===== config.mk =====
export PLATFORM = sky130hd
export DESIGN_NAME = instr_align_queue
export DESIGN_NICKNAME = d
export VERILOG_FILES = /design/src/rtl/instr_align_queue.sv
export SDC_FILE = /design/constraint.sdc
export NUM_CORES = 1
export LEC_CHECK = 0
export ABC_AREA = 1
export BUFFER_PORTS_ARGS = -buffer_cell sky130_fd_sc_hd__buf_2
export CORE_MARGIN = 1
export CORE_UTILIZATION = 31
export DETAILED_ROUTE_END_ITERATION = 7
export PLACE_DENSITY = 0.44
export SYNTH_ARGS = -nofsm -noshare
export SYNTH_HDL_FRONTEND = slang
export SYNTH_SLANG_ARGS = --single-unit

===== constraint.sdc =====
create_clock -name clk -period 6.6 [get_ports clk]
set_input_delay 1.98 -clock clk [delete_from_list [all_inputs] [get_ports clk]]
set_output_delay 1.98 -clock clk [all_outputs]
set_load 0.1 [all_outputs]

===== src/rtl/instr_align_queue.sv =====
// Halfword instruction queue between fetch and decode: buffers 32-bit fetch words and
// extracts 16/32-bit instructions. Compressed support is enabled by INSTR_ALIGN_RVC_EN.
module instr_align_queue #(
    parameter int DEPTH = 8
) (
    input  logic        clk,
    input  logic        rst,
    input  logic        flush,
    input  logic [31:0] flush_pc,
    input  logic        f_valid,
    output logic        f_ready,
    input  logic [31:0] f_addr,
    input  logic [31:0] f_data,
    input  logic        f_error,
    output logic        d_valid,
    input  logic        d_ready,
    output logic [31:0] d_pc,
    output logic [31:0] d_npc,
    output logic [31:0] d_instr,
    output logic        d_exception,
    output logic [31:0] d_etval
);
    localparam int AW = $clog2(DEPTH);
    localparam int CW = AW + 1;

    logic [15:0]   r_data [DEPTH];
    logic [30:0]   r_pc   [DEPTH];
    logic          r_err  [DEPTH];
    logic [AW-1:0] r_rd_ptr;
    logic [AW-1:0] r_wr_ptr;
    logic [CW-1:0] r_count;
    logic          r_skip;

    logic [31:0]   r_hold_pc;
    logic [31:0]   r_hold_npc;
    logic [31:0]   r_hold_instr;
    logic          r_hold_exc;
    logic [31:0]   r_hold_etval;

    logic [AW-1:0] w_rd_nxt;
    logic [AW-1:0] w_wa_hi;
    logic [15:0]   w_h0;
    logic [15:0]   w_h1;
    logic [30:0]   w_pc0;
    logic [30:0]   w_pc1;
    logic          w_e0;
    logic          w_e1;
    logic          w_is32;
    logic          w_cnt_ge1;
    logic          w_cnt_ge2;
    logic          w_complete;
    logic          w_exc;
    logic [31:0]   w_pc;
    logic [31:0]   w_npc;
    logic [31:0]   w_instr;
    logic [31:0]   w_etval;
    logic          w_push;
    logic          w_pop;
    logic [CW-1:0] w_push_cnt;
    logic [CW-1:0] w_pop_cnt;
    logic          w_flush_skip;
    logic          w_unused;

    assign w_unused = ^{flush_pc[31:2], flush_pc[0], f_addr[1:0]};

    // Depends only on registered count, so decode readiness never reaches f_ready.
    assign f_ready = (r_count <= CW'(DEPTH - 2)) & ~flush;
    assign w_push  = f_valid & f_ready;

    assign w_rd_nxt  = r_rd_ptr + 1'b1;
    assign w_h0      = r_data[r_rd_ptr];
    assign w_h1      = r_data[w_rd_nxt];
    assign w_pc0     = r_pc[r_rd_ptr];
    assign w_pc1     = r_pc[w_rd_nxt];
    assign w_e0      = r_err[r_rd_ptr];
    assign w_e1      = r_err[w_rd_nxt];
    assign w_cnt_ge1 = (r_count != '0);
    assign w_cnt_ge2 = (r_count >= CW'(2));

`ifdef INSTR_ALIGN_RVC_EN
    assign w_is32       = (w_h0[1:0] == 2'b11);
    assign w_flush_skip = flush_pc[1];
`else
    assign w_is32       = 1'b1;
    assign w_flush_skip = 1'b0;
`endif

    // A faulting first halfword is issued without waiting for its partner.
    assign w_complete = w_is32 ? (w_cnt_ge2 | (w_cnt_ge1 & w_e0)) : w_cnt_ge1;
    assign w_exc      = w_e0 | (w_is32 & w_cnt_ge2 & w_e1);
    assign w_pc       = {w_pc0, 1'b0};
    assign w_npc      = w_pc + (w_is32 ? 32'd4 : 32'd2);
    assign w_instr    = w_is32 ? {w_h1, w_h0} : {16'h0000, w_h0};
    assign w_etval    = w_e0 ? {w_pc0, 1'b0} : (w_exc ? {w_pc1, 1'b0} : 32'd0);

    assign d_valid     = w_complete & ~flush;
    assign d_pc        = w_complete ? w_pc    : r_hold_pc;
    assign d_npc       = w_complete ? w_npc   : r_hold_npc;
    assign d_instr     = w_complete ? w_instr : r_hold_instr;
    assign d_exception = w_complete ? w_exc   : r_hold_exc;
    assign d_etval     = w_complete ? w_etval : r_hold_etval;

    assign w_pop      = d_valid & d_ready;
    assign w_pop_cnt  = !w_pop ? CW'(0) : ((w_is32 & w_cnt_ge2) ? CW'(2) : CW'(1));
    assign w_push_cnt = !w_push ? CW'(0) : (r_skip ? CW'(1) : CW'(2));
    assign w_wa_hi    = r_skip ? r_wr_ptr : (r_wr_ptr + 1'b1);

    genvar gi;
    generate
        for (gi = 0; gi < DEPTH; gi++) begin : g_entry
            localparam logic [AW-1:0] IDX = AW'(gi);
            always_ff @(posedge clk) begin
                if (w_push) begin
                    if (!r_skip && (r_wr_ptr == IDX)) begin
                        r_data[gi] <= f_data[15:0];
                        r_pc[gi]   <= {f_addr[31:2], 1'b0};
                        r_err[gi]  <= f_error;
                    end else if (w_wa_hi == IDX) begin
                        r_data[gi] <= f_data[31:16];
                        r_pc[gi]   <= {f_addr[31:2], 1'b1};
                        r_err[gi]  <= f_error;
                    end
                end
            end
        end
    endgenerate

    always_ff @(posedge clk or negedge rst) begin
        if (!rst) begin
            r_rd_ptr <= '0;
            r_wr_ptr <= '0;
            r_count  <= '0;
            r_skip   <= 1'b0;
        end else if (flush) begin
            r_rd_ptr <= '0;
            r_wr_ptr <= '0;
            r_count  <= '0;
            r_skip   <= w_flush_skip;
        end else begin
            r_wr_ptr <= r_wr_ptr + w_push_cnt[AW-1:0];
            r_rd_ptr <= r_rd_ptr + w_pop_cnt[AW-1:0];
            r_count  <= r_count + w_push_cnt - w_pop_cnt;
            if (w_push) begin
                r_skip <= 1'b0;
            end
        end
    end

    // Last complete head, shown while the queue is empty or waiting on a second halfword.
    always_ff @(posedge clk or negedge rst) begin
        if (!rst) begin
            r_hold_pc    <= '0;
            r_hold_npc   <= '0;
            r_hold_instr <= '0;
            r_hold_exc   <= 1'b0;
            r_hold_etval <= '0;
        end else if (w_complete) begin
            r_hold_pc    <= w_pc;
            r_hold_npc   <= w_npc;
            r_hold_instr <= w_instr;
            r_hold_exc   <= w_exc;
            r_hold_etval <= w_etval;
        end
    end
endmodule


==> impl_metrics.csv, run 1 <==
group,metric,value,unit
timing,rsz0062_at_grt,"no",
clocking,h-tree-depth,3,
min_path,min-delay-start,"r_hold_pc[12]$_DFF_PN0_",
global_route,grt_start_max_net_pins,188,
global_route,grt-ovfl-total,0,
synth,synth-compound-area-share,0.145,
placed_design,hpwlAfterDp,56900,µm
synth,async_reset_ff_frac,0.264,
floorplan,io_pins,233,
synth,synth_ff_type,"edfxtp_1",
synth,synth_top_family_by_area,"simple AND/OR/NAND/NOR gates",
clocking,clkLatencyLatePin,0.61,ns
timing,max_clock_freq,160,MHz
min_path,min_path_cells,2,
final_layout,drive_gt1_frac,0.113,
clocking,cts_hold_buf,0,
worst_setup_path,crit_type,"reg2out",
route,vias,22400,
final_layout,area_growth_syn_to_layout,20.5,%
global_route,grt_pass1_vias,21600,
clocking,clockBufferDepth,3,
floorplan,coreArea,0.0853,mm²
worst_setup_path,r2r-start,"r_rd_ptr[1]$_DFF_PN0_",
synth,synth_xor_area_frac,0.000935,
clocking,clkTransAtPathRegs,0.06,ns
synth,synthDistinctLibCells,39,
route,postRouteAntennaNets,0,
floorplan,die_area,0.0875,mm²
job,max-cap-violations,0,
route,drc,0,
global_route,use_met3,0.0351,
timing,worstMarginPinSlew,1.52,ns
synth,ys_ff_latch,522,
final_layout,fillers,8564,
route,wirelength,93300,µm
timing,clock_skew,0.0278,ns
synth,synth_seq_area_share,0.560,
worst_setup_path,end_kind,"primary output",
worst_setup_path,r2r_slack,2.13,ns
floorplan,num_rows,107,
worst_setup_path,required,4.62,ns
final_layout,multi_input_area,0.00958,mm²
clocking,cts-root-buf,"clkbuf_16",
placed_design,port_buffers,198,
global_route,antenna_found_initial,14,
floorplan,die_w,296,µm
final_layout,mostFrequentLayoutCells,"828 x nand2_1, 383 x edfxtp_1, 381 x o21ai_0, 343 x nor2_1, 320 x inv_1",
worst_setup_path,cp_data_arrival_time,4.29,ns
global_route,grt_util_all_layers,0.212,
floorplan,dieHeight,296,µm
global_route,top_usage_layer,"met2",
outcome,status,"finished, violations left",
route,drt-pass1-iter-count,6,
final_layout,final_net_count,3396,
worst_setup_path,crit_start,"r_rd_ptr[1]$_DFF_PN0_",
min_path,hold_class,"reg2reg",
timing,min_period_over_period,0.950,
synth,avgSynthCellArea,8.39,µm²
route,via_per_inst,5.00,
timing,relSlewSlack,-0.0183,
final_layout,regArea,0.0150,mm²
synth,muxShareOfSynthArea,0,
clocking,cts_tree,"done",
synth,synth-adder-area-share,0.00832,
final_layout,layout_commonest_cell,"nand2_1",
synth,synth_edf_count,383,
timing,setup-violations-final,0,
route,wl_per_cell,20.8,µm
clocking,cts_resized,0,
clocking,cts_setup_buffers,0,
clocking,cts_buffers,66,
global_route,grt_pass1_wl,137000,µm
placed_design,gp_congestion,0.828,
synth,syn_inst,3190,
worst_setup_path,cp_max_fo,57,
timing,whs,0.463,ns
clocking,cts.sinks,522,
synth,synthesis.area,0.0268,mm²
timing,hold_viol,0,
timing,slew_viol_final,34,
outcome,violations,"max-slew violations",
global_route,met1_usage,0.276,
synth,synthSimpleGateAreaFrac,0.199,
global_route,use_met2,0.356,
worst_setup_path,reg2regPathDepth,15,
floorplan,start_util,0.314,
synth,synth_warnings,0,
worst_setup_path,cp-start-kind,"flop",
route,drtIter0Drc,1880,
timing,period_minus_slack,6.27,ns
-- kinds of logic after synthesis --
group / after synthesis
other cells: 1
fa+ha+maj: 16
flops: 522
buf+inv: 563
simple gates: 1349
compound gates: 737
xor+xnor: 2
-- critical path, cell delays in order (launching register included) --
cell and delay (ns):
dfrtp_4 0.43, buf_4 0.70, buf_4 0.76, nand3_1 0.14, nand2_1 0.09, nand2_1 0.05
nand2_1 0.28, nand2_1 0.14, nor2_1 0.13, nand2_2 0.18, nor2_2 0.24, nand2_1 0.09
nand2_1 0.06, nand3_1 0.15, buf_12 0.22
-- layout make-up --
| cell class | instances | area share |
|---|---|---|
| Antenna cell | 2 | 0.000155 |
| Inverter | 332 | 0.0390 |
| Clock buffer | 99 | 0.0580 |
| Multi-Input combinational cell | 2110 | 0.297 |
| Clock inverter | 22 | 0.00625 |
| Timing Repair Buffer | 246 | 0.0901 |
| Sequential cell | 522 | 0.465 |
| Tap cell | 1144 | 0.0444 |
-- per-layer routing --
metal / routed length [µm] / part of all wire
met1: 40200 / 0.43
met2: 44400 / 0.48
met3: 6000 / 0.064
met4: 2540 / 0.027
met5: 106 / 0.0011
-- registers in the layout, indices dropped and copies added, names as in the netlist --
register      flops
r_rd_ptr          3
r_wr_ptr          2
r_count           4
r_pc            248
r_hold_pc        32
r_hold_instr     32
r_err             8
r_hold_npc       32
r_data          128
r_hold_etval     32
r_hold_exc        1
-- synth_stat cells (all sizes together) (3+ instances only) --
cell type / number / area [µm²]
o211ai: 12 / 90.1
clkbuf: 116 / 435
dfrtp: 138 / 3450
inv: 329 / 1230
nor2: 355 / 1370
fa: 3 / 60.1
nor3: 8 / 40.0
o31ai: 6 / 45.0
o21ai: 444 / 2230
nand2: 835 / 3150
a21oi: 170 / 851
nand4: 3 / 18.8
nand3: 145 / 726
o221ai: 3 / 26.3
o21a: 3 / 22.5
o22ai: 39 / 244
clkinv: 3 / 11.3
a31oi: 58 / 363
ha: 13 / 163
buf: 115 / 639
edfxtp: 383 / 11500
-- stage by stage --
stage	area [µm²]	std cells	utilization	setup TNS, ns	setup WS [ns]
5_1_grt	32200	4477	0.378	0	0.0835
2_1_floorplan	26800	3195	-	-124.35	-0.539
4_1_cts	32200	4475	0.378	0	0.290
6_report	32200	4477	0.378	0	0.332
3_5_place_dp	30200	4354	0.354	0	0.939
3_3_place_gp	30200	4354	0.354	0	0.973
-- final timing paths --
kind | endpoint
min in group asynchronous | r_hold_etval[4]$_DFF_PN0_
min | r_hold_pc[12]$_DFF_PN0_
max reg2reg | r_count[3]$_DFF_PN0_
min reg2reg | r_hold_pc[12]$_DFF_PN0_
max in group asynchronous | r_hold_instr[25]$_DFF_PN0_
max | d_npc[30]
Power of run 1 is not shown: default switching activity piles up to over one toggle a cycle in this logic, so the estimate is an artifact.
==> inputs of run 2 (changes only) <==
- CELL_PAD_IN_SITES_DETAIL_PLACEMENT: unset -> 0
- CELL_PAD_IN_SITES_GLOBAL_PLACEMENT: unset -> 1
- PLACE_DENSITY: 0.44 -> 0.55
- TNS_END_PERCENT: unset -> 30
==> impl_metrics.csv, run 2 (synthesis results as in run 1) <==
group,metric,value,unit
route,drc,0,
final_layout,mostFrequentLayoutCells,"828 x nand2_1, 383 x edfxtp_1, 381 x o21ai_0, 343 x nor2_1, 320 x inv_1",
worst_setup_path,cp_data_arrival_time,4.11,ns
floorplan,io_pins,233,
worst_setup_path,crit_type,"reg2out",
route,drtIter0Drc,1456,
floorplan,num_rows,107,
floorplan,die_area,0.0875,mm²
floorplan,die_w,296,µm
global_route,grt-ovfl-total,0,
min_path,hold_class,"reg2reg",
clocking,cts-root-buf,"clkbuf_16",
timing,relSlewSlack,0.0429,
clocking,cts.sinks,522,
timing,whs,0.474,ns
floorplan,coreArea,0.0853,mm²
route,wirelength,95600,µm
clocking,cts_tree,"done",
route,via_per_inst,4.95,
global_route,grt_pass1_vias,21600,
worst_setup_path,required,4.62,ns
timing,clock_skew,0.0255,ns
final_layout,largest_register_ffs,248,
timing,rsz0062_at_grt,"no",
placed_design,port_buffers,198,
worst_setup_path,end_kind,"primary output",
outcome,status,"completed",
job,max-cap-violations,0,
final_layout,area_growth_syn_to_layout,19.8,%
clocking,cts_resized,0,
clocking,cts_hold_buf,0,
timing,hold_viol,0,
clocking,cts_buffers,66,
global_route,antenna_found_initial,13,
clocking,h-tree-depth,3,
final_layout,drive_gt1_frac,0.113,
final_layout,fin_area,0.0321,mm²
route,wl_per_cell,21.3,µm
global_route,grt_pass1_wl,139000,µm
final_layout,final_net_count,3402,
worst_setup_path,cp-start-kind,"flop",
placed_design,place_area,0.0300,mm²
timing,worstMarginPinSlew,1.43,ns
route,vias,22200,
timing,setup-violations-final,0,
timing,min_period_over_period,0.923,
route,drt-pass1-iter-count,7,
floorplan,start_util,0.314,
global_route,grt_start_max_net_pins,124,
clocking,clockBufferDepth,3,
placed_design,hpwlAfterDp,58200,µm
timing,slew_viol_final,0,
clocking,clkLatencyLatePin,0.62,ns
worst_setup_path,cp_max_fo,50,
timing,max_clock_freq,164,MHz
final_layout,layout_commonest_cell,"nand2_1",
clocking,clkTransAtPathRegs,0.06,ns
route,postRouteAntennaNets,0,
global_route,grt_util_all_layers,0.217,
timing,period_minus_slack,6.09,ns
final_layout,largestRegisters,"r_pc: 248 flops, r_data: 128 flops",
floorplan,dieHeight,296,µm
final_layout,top_register,"r_pc",
placed_design,gp_congestion,0.801,
run 2: final cells by class:
| cell class | instances | area (µm²) |
|---|---|---|
| inverter | 332 | 1260 |
| tap | 1144 | 1430 |
| clock inverter | 17 | 164 |
| antenna | 3 | 7.51 |
| clock buffer | 103 | 1860 |
| timing repair buffer | 252 | 2770 |
| multi-input combinational | 2110 | 9590 |
| sequential | 522 | 15000 |
| fill | 8649 | 53200 |
run 2: layer usage:
layer  global-route usage  up-vias  part of all wire
met1                0.262    10700              0.42
met4               0.0933       12             0.041
li1                     -    10700                 -
met3               0.0334      174             0.044
met5                    0        -           0.00073
met2                0.381      550              0.49
run 2: critical path, stage by stage (launching register included):
cell and delay (ns):
dfrtp_4 0.76, buf_4 0.54, nor2_1 0.10, nor2_1 0.10, nand2_1 0.05, o21ai_1 0.13, nand2_1 0.08, nand2_1 0.16
ha_1 0.21, nand2_1 0.07, nor2_1 0.25, nand2_2 0.23, nor2_4 0.25, nand2_1 0.08, nand2_1 0.07, nand3_1 0.18
buf_12 0.23
run 2: path summary, 6_finish.rpt:
kind | depth (start not counted) | end | from | slack, ns
worst min register to register | 2 | r_hold_etval[12]$_DFF_PN0_ | r_hold_etval[12]$_DFF_PN0_ | 0.47
worst min-delay path | 2 | r_hold_etval[12]$_DFF_PN0_ | r_hold_etval[12]$_DFF_PN0_ | 0.47
max in group asynchronous | 2 | r_hold_pc[2]$_DFF_PN0_ | rst | 4.00
min in group asynchronous | 1 | r_hold_instr[9]$_DFF_PN0_ | rst | 1.35
worst max register to register | 15 | r_count[3]$_DFF_PN0_ | r_rd_ptr[0]$_DFF_PN0_ | 2.69
worst max-delay path | 16 | d_npc[20] | r_rd_ptr[0]$_DFF_PN0_ | 0.51
run 2: stage by stage:
step	util	setup slack [ns]	TNS [ns]	instances
floorplan	-	-0.539	-124.35	3195
global placement	0.352	0.920	0	4359
detailed placement	0.352	0.888	0	4359
CTS	0.376	0.229	0	4479
global route	0.376	0.214	0	4481
finish	0.376	0.506	0	4483
run 2: repair_timing:
item,4_1_cts,5_1_grt
hold endpoints to repair,0,0
setup endpoints to repair,0,1
buffers inserted,0,1
Power of run 2 is left out for the same reason.
